File: src/rtl/sevenseg_scan_ctrl_if.sv
`default_nettype none
// ============================================================================
// Module : sevenseg_scan_ctrl_if
// Brief  : Load handshake bundle (valid/ready + BCD digits + zero-suppress flag)
// Rev    : 1.0  initial release
// ============================================================================
interface sevenseg_scan_ctrl_if #(
    parameter int NUM_DIGITS = 4
) ();
    logic                    load_valid;
    logic                    load_ready;
    logic [4*NUM_DIGITS-1:0] load_bcd;
    logic                    load_lzs;

    modport master (
        output load_valid,
        output load_bcd,
        output load_lzs,
        input  load_ready
    );

    modport slave (
        input  load_valid,
        input  load_bcd,
        input  load_lzs,
        output load_ready
    );
endinterface
`default_nettype wire

File: src/rtl/sevenseg_scan_ctrl.sv
`default_nettype none
// ============================================================================
// Module : sevenseg_scan_ctrl
// Brief  : Multiplexed seven-segment scan controller with frame-aligned loads.
//          Optional brightness PWM when SEVENSEG_DIMMING_EN is defined.
// Rev    : 1.0  initial release
// ============================================================================
module sevenseg_scan_ctrl #(
    parameter int NUM_DIGITS   = 4,
    parameter int REFRESH_DIV  = 1000,
    parameter int BLANK_CYCLES = 8
) (
    input  wire logic                  clk,
    input  wire logic                  rst,
    sevenseg_scan_ctrl_if.slave        load_if,
`ifdef SEVENSEG_DIMMING_EN
    input  wire logic [3:0]            bright,
`endif
    output logic      [6:0]            seg,
    output logic      [NUM_DIGITS-1:0] dig_en_n,
    output logic                       frame_done
);

    localparam int C_CNT_W        = $clog2(REFRESH_DIV);
    localparam int C_IDX_W        = $clog2(NUM_DIGITS);
    localparam int C_BCD_W        = 4 * NUM_DIGITS;
    localparam int C_DRIVE_CYCLES = REFRESH_DIV - BLANK_CYCLES;

    function automatic logic [6:0] decode(input logic [3:0] d);
        logic [6:0] s;
        case (d)
            4'd0:    s = 7'b0000001;
            4'd1:    s = 7'b1001111;
            4'd2:    s = 7'b0010010;
            4'd3:    s = 7'b0000110;
            4'd4:    s = 7'b1001100;
            4'd5:    s = 7'b0100100;
            4'd6:    s = 7'b0100000;
            4'd7:    s = 7'b0001111;
            4'd8:    s = 7'b0000000;
            4'd9:    s = 7'b0000100;
            default: s = 7'b1111111;
        endcase
        return s;
    endfunction

    logic [C_CNT_W-1:0]    cnt_q, cnt_d;
    logic [C_IDX_W-1:0]    idx_q, idx_d;
    logic [C_BCD_W-1:0]    active_q, active_d;
    logic                  lzs_q, lzs_d;
    logic [C_BCD_W-1:0]    pend_q, pend_d;
    logic                  pend_lzs_q, pend_lzs_d;
    logic                  pend_full_q, pend_full_d;
    logic                  ready_q, ready_d;
    logic [6:0]            seg_q, seg_d;
    logic [NUM_DIGITS-1:0] dig_en_n_q, dig_en_n_d;
    logic                  frame_done_q, frame_done_d;

    logic                  w_slot_end;
    logic                  w_frame_end;
    logic [NUM_DIGITS-1:0] w_dark;
    logic                  w_seen_nz;
    logic [3:0]            w_cur;
    logic                  w_cur_dark;
    logic                  w_duty_on;
    logic                  w_lit;

    assign w_slot_end  = (cnt_q == C_CNT_W'(REFRESH_DIV - 1));
    assign w_frame_end = w_slot_end && (idx_q == C_IDX_W'(NUM_DIGITS - 1));

    // Position, handshake and frame-boundary commit
    always_comb begin
        cnt_d       = w_slot_end ? '0 : cnt_q + C_CNT_W'(1);
        idx_d       = idx_q;
        active_d    = active_q;
        lzs_d       = lzs_q;
        pend_d      = pend_q;
        pend_lzs_d  = pend_lzs_q;
        pend_full_d = pend_full_q;
        if (w_slot_end) begin
            idx_d = (idx_q == C_IDX_W'(NUM_DIGITS - 1)) ? '0 : idx_q + C_IDX_W'(1);
        end
        if (w_frame_end && pend_full_q) begin
            active_d    = pend_q;
            lzs_d       = pend_lzs_q;
            pend_full_d = 1'b0;
        end
        if (load_if.load_valid && ready_q) begin
            pend_d      = load_if.load_bcd;
            pend_lzs_d  = load_if.load_lzs;
            pend_full_d = 1'b1;
        end
        ready_d = !pend_full_d;
    end

    // Walk from the most significant digit; zeros stay dark until a nonzero appears
    always_comb begin
        w_seen_nz = 1'b0;
        w_dark    = '0;
        for (int k = NUM_DIGITS - 1; k >= 0; k--) begin
            if (active_d[4*k +: 4] != 4'd0) begin
                w_seen_nz = 1'b1;
            end
            w_dark[k] = (active_d[4*k +: 4] > 4'd9) || (lzs_d && !w_seen_nz && (k != 0));
        end
    end

`ifdef SEVENSEG_DIMMING_EN
    logic [3:0]  bright_q, bright_d;
    logic [31:0] w_on_cycles;

    assign bright_d    = w_frame_end ? bright : bright_q;
    assign w_on_cycles = ((32'(bright_d) + 32'd1) * 32'(C_DRIVE_CYCLES)) >> 4;
    assign w_duty_on   = (32'(cnt_d) - 32'(BLANK_CYCLES)) < w_on_cycles;
`else
    assign w_duty_on   = 1'b1;
`endif

    // Outputs are computed for the upcoming position so they land in step with cnt
    always_comb begin
        w_cur        = 4'hF;
        w_cur_dark   = 1'b1;
        for (int k = 0; k < NUM_DIGITS; k++) begin
            if (idx_d == C_IDX_W'(k)) begin
                w_cur      = active_d[4*k +: 4];
                w_cur_dark = w_dark[k];
            end
        end
        w_lit        = (cnt_d >= C_CNT_W'(BLANK_CYCLES)) && !w_cur_dark;
        seg_d        = w_lit ? decode(w_cur) : 7'h7F;
        dig_en_n_d   = '1;
        for (int k = 0; k < NUM_DIGITS; k++) begin
            if (idx_d == C_IDX_W'(k)) begin
                dig_en_n_d[k] = !(w_lit && w_duty_on);
            end
        end
        frame_done_d = (cnt_d == C_CNT_W'(REFRESH_DIV - 1)) &&
                       (idx_d == C_IDX_W'(NUM_DIGITS - 1));
    end

    always_ff @(posedge clk) begin
        if (rst) begin
            cnt_q        <= '0;
            idx_q        <= '0;
            active_q     <= '1;
            lzs_q        <= 1'b0;
            pend_q       <= '0;
            pend_lzs_q   <= 1'b0;
            pend_full_q  <= 1'b0;
            ready_q      <= 1'b0;
            seg_q        <= 7'h7F;
            dig_en_n_q   <= '1;
            frame_done_q <= 1'b0;
`ifdef SEVENSEG_DIMMING_EN
            bright_q     <= 4'hF;
`endif
        end else begin
            cnt_q        <= cnt_d;
            idx_q        <= idx_d;
            active_q     <= active_d;
            lzs_q        <= lzs_d;
            pend_q       <= pend_d;
            pend_lzs_q   <= pend_lzs_d;
            pend_full_q  <= pend_full_d;
            ready_q      <= ready_d;
            seg_q        <= seg_d;
            dig_en_n_q   <= dig_en_n_d;
            frame_done_q <= frame_done_d;
`ifdef SEVENSEG_DIMMING_EN
            bright_q     <= bright_d;
`endif
        end
    end

    assign seg                = seg_q;
    assign dig_en_n           = dig_en_n_q;
    assign frame_done         = frame_done_q;
    assign load_if.load_ready = ready_q;

endmodule
`default_nettype wire

File: src/flat_wrapper.sv
// flat-port wrapper written by rule: the top's interface ports become plain ports
module sevenseg_scan_ctrl_flat 
#(
    parameter int NUM_DIGITS   = 4,
    parameter int REFRESH_DIV  = 1000,
    parameter int BLANK_CYCLES = 8
)
  (clk, rst, seg, dig_en_n, frame_done, load_if_load_valid, load_if_load_bcd, load_if_load_lzs, load_if_load_ready);
  sevenseg_scan_ctrl_if #(.NUM_DIGITS(NUM_DIGITS)) load_if_i ();
  input  wire logic clk;
  input  wire logic rst;
  output logic      [6:0] seg;
  output logic      [NUM_DIGITS-1:0] dig_en_n;
  output logic frame_done;
  input wire logic [$bits(load_if_i.load_valid)-1:0] load_if_load_valid;
  input wire logic [$bits(load_if_i.load_bcd)-1:0] load_if_load_bcd;
  input wire logic [$bits(load_if_i.load_lzs)-1:0] load_if_load_lzs;
  output wire logic [$bits(load_if_i.load_ready)-1:0] load_if_load_ready;
  assign load_if_i.load_valid = load_if_load_valid;
  assign load_if_i.load_bcd = load_if_load_bcd;
  assign load_if_i.load_lzs = load_if_load_lzs;
  assign load_if_load_ready = load_if_i.load_ready;
  sevenseg_scan_ctrl #(.NUM_DIGITS(NUM_DIGITS), .REFRESH_DIV(REFRESH_DIV), .BLANK_CYCLES(BLANK_CYCLES)) u_core (.clk(clk), .rst(rst), .load_if(load_if_i), .seg(seg), .dig_en_n(dig_en_n), .frame_done(frame_done));
endmodule
File: config.mk
export PLATFORM = sky130hd
export DESIGN_NAME = sevenseg_scan_ctrl_flat
export DESIGN_NICKNAME = d
export VERILOG_FILES = /design/src/rtl/sevenseg_scan_ctrl_if.sv /design/src/rtl/sevenseg_scan_ctrl.sv /design/src/flat_wrapper.sv
export SDC_FILE = /design/constraint.sdc
export NUM_CORES = 1
export LEC_CHECK = 0
export CORE_MARGIN = 3
export CORE_UTILIZATION = 30
export DETAILED_ROUTE_END_ITERATION = 16
export PLACE_DENSITY_LB_ADDON = 0.05
export SYNTH_ARGS = -nofsm -noshare
export SYNTH_HDL_FRONTEND = slang
export SYNTH_SLANG_ARGS = --single-unit
File: constraint.sdc
create_clock -name clk -period 4.7 [get_ports clk]
set_input_delay 0.94 -clock clk [delete_from_list [all_inputs] [get_ports clk]]
set_output_delay 0.94 -clock clk [all_outputs]
set_load 0.01 [all_outputs]
==> out/results.ini <==
[synth]
synthTopCellsByArea=dfxtp_1 (37%), nand2_1 (6.9%), a21oi_1 (4.7%)
syn_nets=406
async_flop_share=0
synth_xor_xnor_area_share=0.0191
ys.flop_type=dfxtp_1
synthesis.instances=377
synth.most_common_cell=dfxtp_1
syn-cell-area_um2=3210
synthAdderAreaFrac=0.0351
synth-compound-area-share=0.198
synth-warning-count=0
synth-seq-area-share=0.375
syn_area_per_cell_um2=8.51
synth_cell_types=65
synth_top_family_by_area=simple AND/OR/NAND/NOR gates
synth_edf_count=0
synth_top_area_share=0.375
ys_ff_latch=60
yosys.area.top_type=dfxtp_1
yosys.area_share.simple=0.268
synth.area.mux_share=0.0499
synthTopCellsByCount=dfxtp_1 (60), nand2_1 (59), nor2_1 (34)

[route]
dr_wl_met3_um=370
final_antenna_net_count=0
drc=0
wirelength_um=8460
dr.max_layer_used=met4
via_per_inst=5.06
drt_iter0_drc=131
vias=2740
wl_met1_um=3990
firstDrtPassIters=4
wl_met2_um=3980
post_drt_wl_per_cell_um=15.6

[die]
rows=37
dieArea_um2=12000
boundaryPins=33
die_x_um=109
core_area_um2=10400
start_util=0.309
fp.dieH_um=109

[timing]
hold_viol_final=0
worst_pin_slew_ns=0.638
finalCritPeriodShare=0.690
grt_setup_unrepaired=no
setup_tns_ns=0
fin_worst_skew_ns=0.00842
setup_viol=0
max_freq_mhz=308
setup_ws_ns=1.46
whs_ns=0.466
slew_headroom=0.574
period_minus_slack_ns=3.24
finalMaxSlewViolations=0

[layout]
register_area_um2=1200
multi_input_area_um2=1830
drive_gt1_frac=0.113
antenna_cells=0
layout.cells.non_filler=542
n_fill_cell=1124
layout.nets=430
fin_util=0.369
syn2layout_area_growth_pct=19.2

[place]
dp_slack_ns=1.48
port_buffers=32
dp.final_hpwl_um=6250
place.gp.congestion=0.893
placed_cells=526

[power]
switching_share=0.220
p_int_w=0.000887
power_frac_seq=0.469
p_leak_nw=1.39
p_per_area_nw_per_um2=297
power.share.clock=0.488
power.switching_w=0.000249
combPwrFrac=0.043
peakVddDrop_v=0.000111

[clock_tree]
cts.sinks=60
clock_tree.root_cell=clkbuf_8
post_cts_buffers=0
hold_buffers=0
insertion_delay_ns=0.33
cts_resized=0
cts_tree=done
clkTransAtPathRegs_ns=0.07
htree_num_levels=3
cts_inserted_buffers=9
clockBufferDepth=2

[grt]
antenna_found_initial=0
grt_first_pass_wirelength_um=14100
grt_pass1_vias=2641
grt_use_total=0.153
grt_overflow=0
grt_max_degree=22

[min_path]
hold_path_depth=2
hold_start=u_core.lzs_q$_SDFF_PP0_
hold_path_end=u_core.lzs_q$_SDFF_PP0_
hold_path_class=flop to flop

[worst_setup_path]
critPathCaptureType=flop
cp-start-kind=flop
cp_max_fo=15
r2r_cells=9
crit_arrival_ns=3.47
r2r-end=u_core.seg[2]$_SDFF_PP1_
worst-setup-path-type=flop to flop
worstReg2RegStart=u_core.idx_q[0]$_SDFF_PP0_
r2r_slack_ns=1.46
cp.required_ns=4.92

[status]
outcome=completed

[job]
cap_violations=0

state kept, by name, summed over array words and instances, names as in the netlist, 2 cells and up:
signal,count
u_core.active_q,16
u_core.cnt_q,10
u_core.dig_en_n,4
u_core.idx_q,2
u_core.pend_q,16
u_core.seg,7
cell usage in the layout (no fill, tap or decap), types with 3 or more instances in the layout:
cell	count
a211oi_1	4
a21oi_1	30
and2_1	3
buf_4	4
clkbuf_8	12
clkdlybuf4s50_1	32
dfxtp_1	60
ha_1	9
inv_1	10
mux2_2	3
mux2i_1	10
nand2_1	59
nand3_1	17
nand4_1	3
nor2_1	34
nor3_1	13
nor3_2	3
nor3b_1	4
nor4_1	5
o211ai_1	4
o21ai_0	17
o21ai_1	8
o221ai_1	3
o22ai_1	3
o31ai_1	3
xnor2_1	4
xor2_1	3
critical path: stages, from the launching register on:
cell     delay (ns)
dfxtp_1        0.70
ha_1           0.37
and2_1         0.19
and4_1         0.48
buf_4          0.30
nor2_1         0.12
mux2_4         0.32
o32a_4         0.40
nor3b_2        0.18
o31ai_2        0.08
cell type report:
cell class                 count  area share
clock inverter                 3      0.0177
multi-input combinational    284       0.478
sequential                    60       0.314
timing repair buffer          36      0.0917
tap                          136      0.0445
clock buffer                  13      0.0442
inverter                      10     0.00982
per-stage QoR:
stage	area [um2]	power, W
after floorplan	3210	0.000566
after global placement	3590	0.000594
after detailed placement	3590	0.000594
after CTS	3820	0.00115
after global routing	3820	0.00119
final	3820	0.00114
power by group through the flow:
stage | Clock [W] | Combinational [W] | Sequential, W
after floorplan | 0 | 0.0000273 | 0.000538
after global routing | 0.000596 | 0.0000555 | 0.000534
final | 0.000555 | 0.0000493 | 0.000532
after detailed placement | 0 | 0.0000504 | 0.000544
after CTS | 0.000570 | 0.0000507 | 0.000532
after global placement | 0 | 0.0000502 | 0.000544
kinds of logic after synthesis:
logic type	count (synthesis)
XOR/XNOR	7
adder cells (fa/ha/maj)	9
buffers and inverters	33
AND/OR/NAND/NOR	162
multiplexers	15
AO/OA/AOI/OAI	91
flip-flops	60
layer usage:
metal,GRT usage,vias up
li1,-,1392
met1,0.202,1269
met2,0.250,68
met3,0.0252,11
met4,0.0543,0
met5,0,-
how the worst max path moves through the flow:
| stage | end | cells past startpoint | slack [ns] | startpoint |
|---|---|---|---|---|
| 5_1_grt | u_core.seg[6]$_SDFF_PP1_ | 11 | 1.17 | u_core.cnt_q[0]$_SDFF_PP0_ |
| 4_1_cts | u_core.dig_en_n[2]$_SDFF_PP1_ | 10 | 1.44 | u_core.idx_q[0]$_SDFF_PP0_ |
| 2_1_floorplan | u_core.seg[2]$_SDFF_PP1_ | 11 | 2.06 | u_core.cnt_q[0]$_SDFF_PP0_ |
| 3_3_place_gp | u_core.seg[2]$_SDFF_PP1_ | 9 | 1.46 | u_core.idx_q[0]$_SDFF_PP0_ |
| 3_5_place_dp | u_core.dig_en_n[2]$_SDFF_PP1_ | 10 | 1.48 | u_core.idx_q[0]$_SDFF_PP0_ |
| 6_report | u_core.seg[2]$_SDFF_PP1_ | 9 | 1.46 | u_core.idx_q[0]$_SDFF_PP0_ |
(Power assumes the default switching activity.)
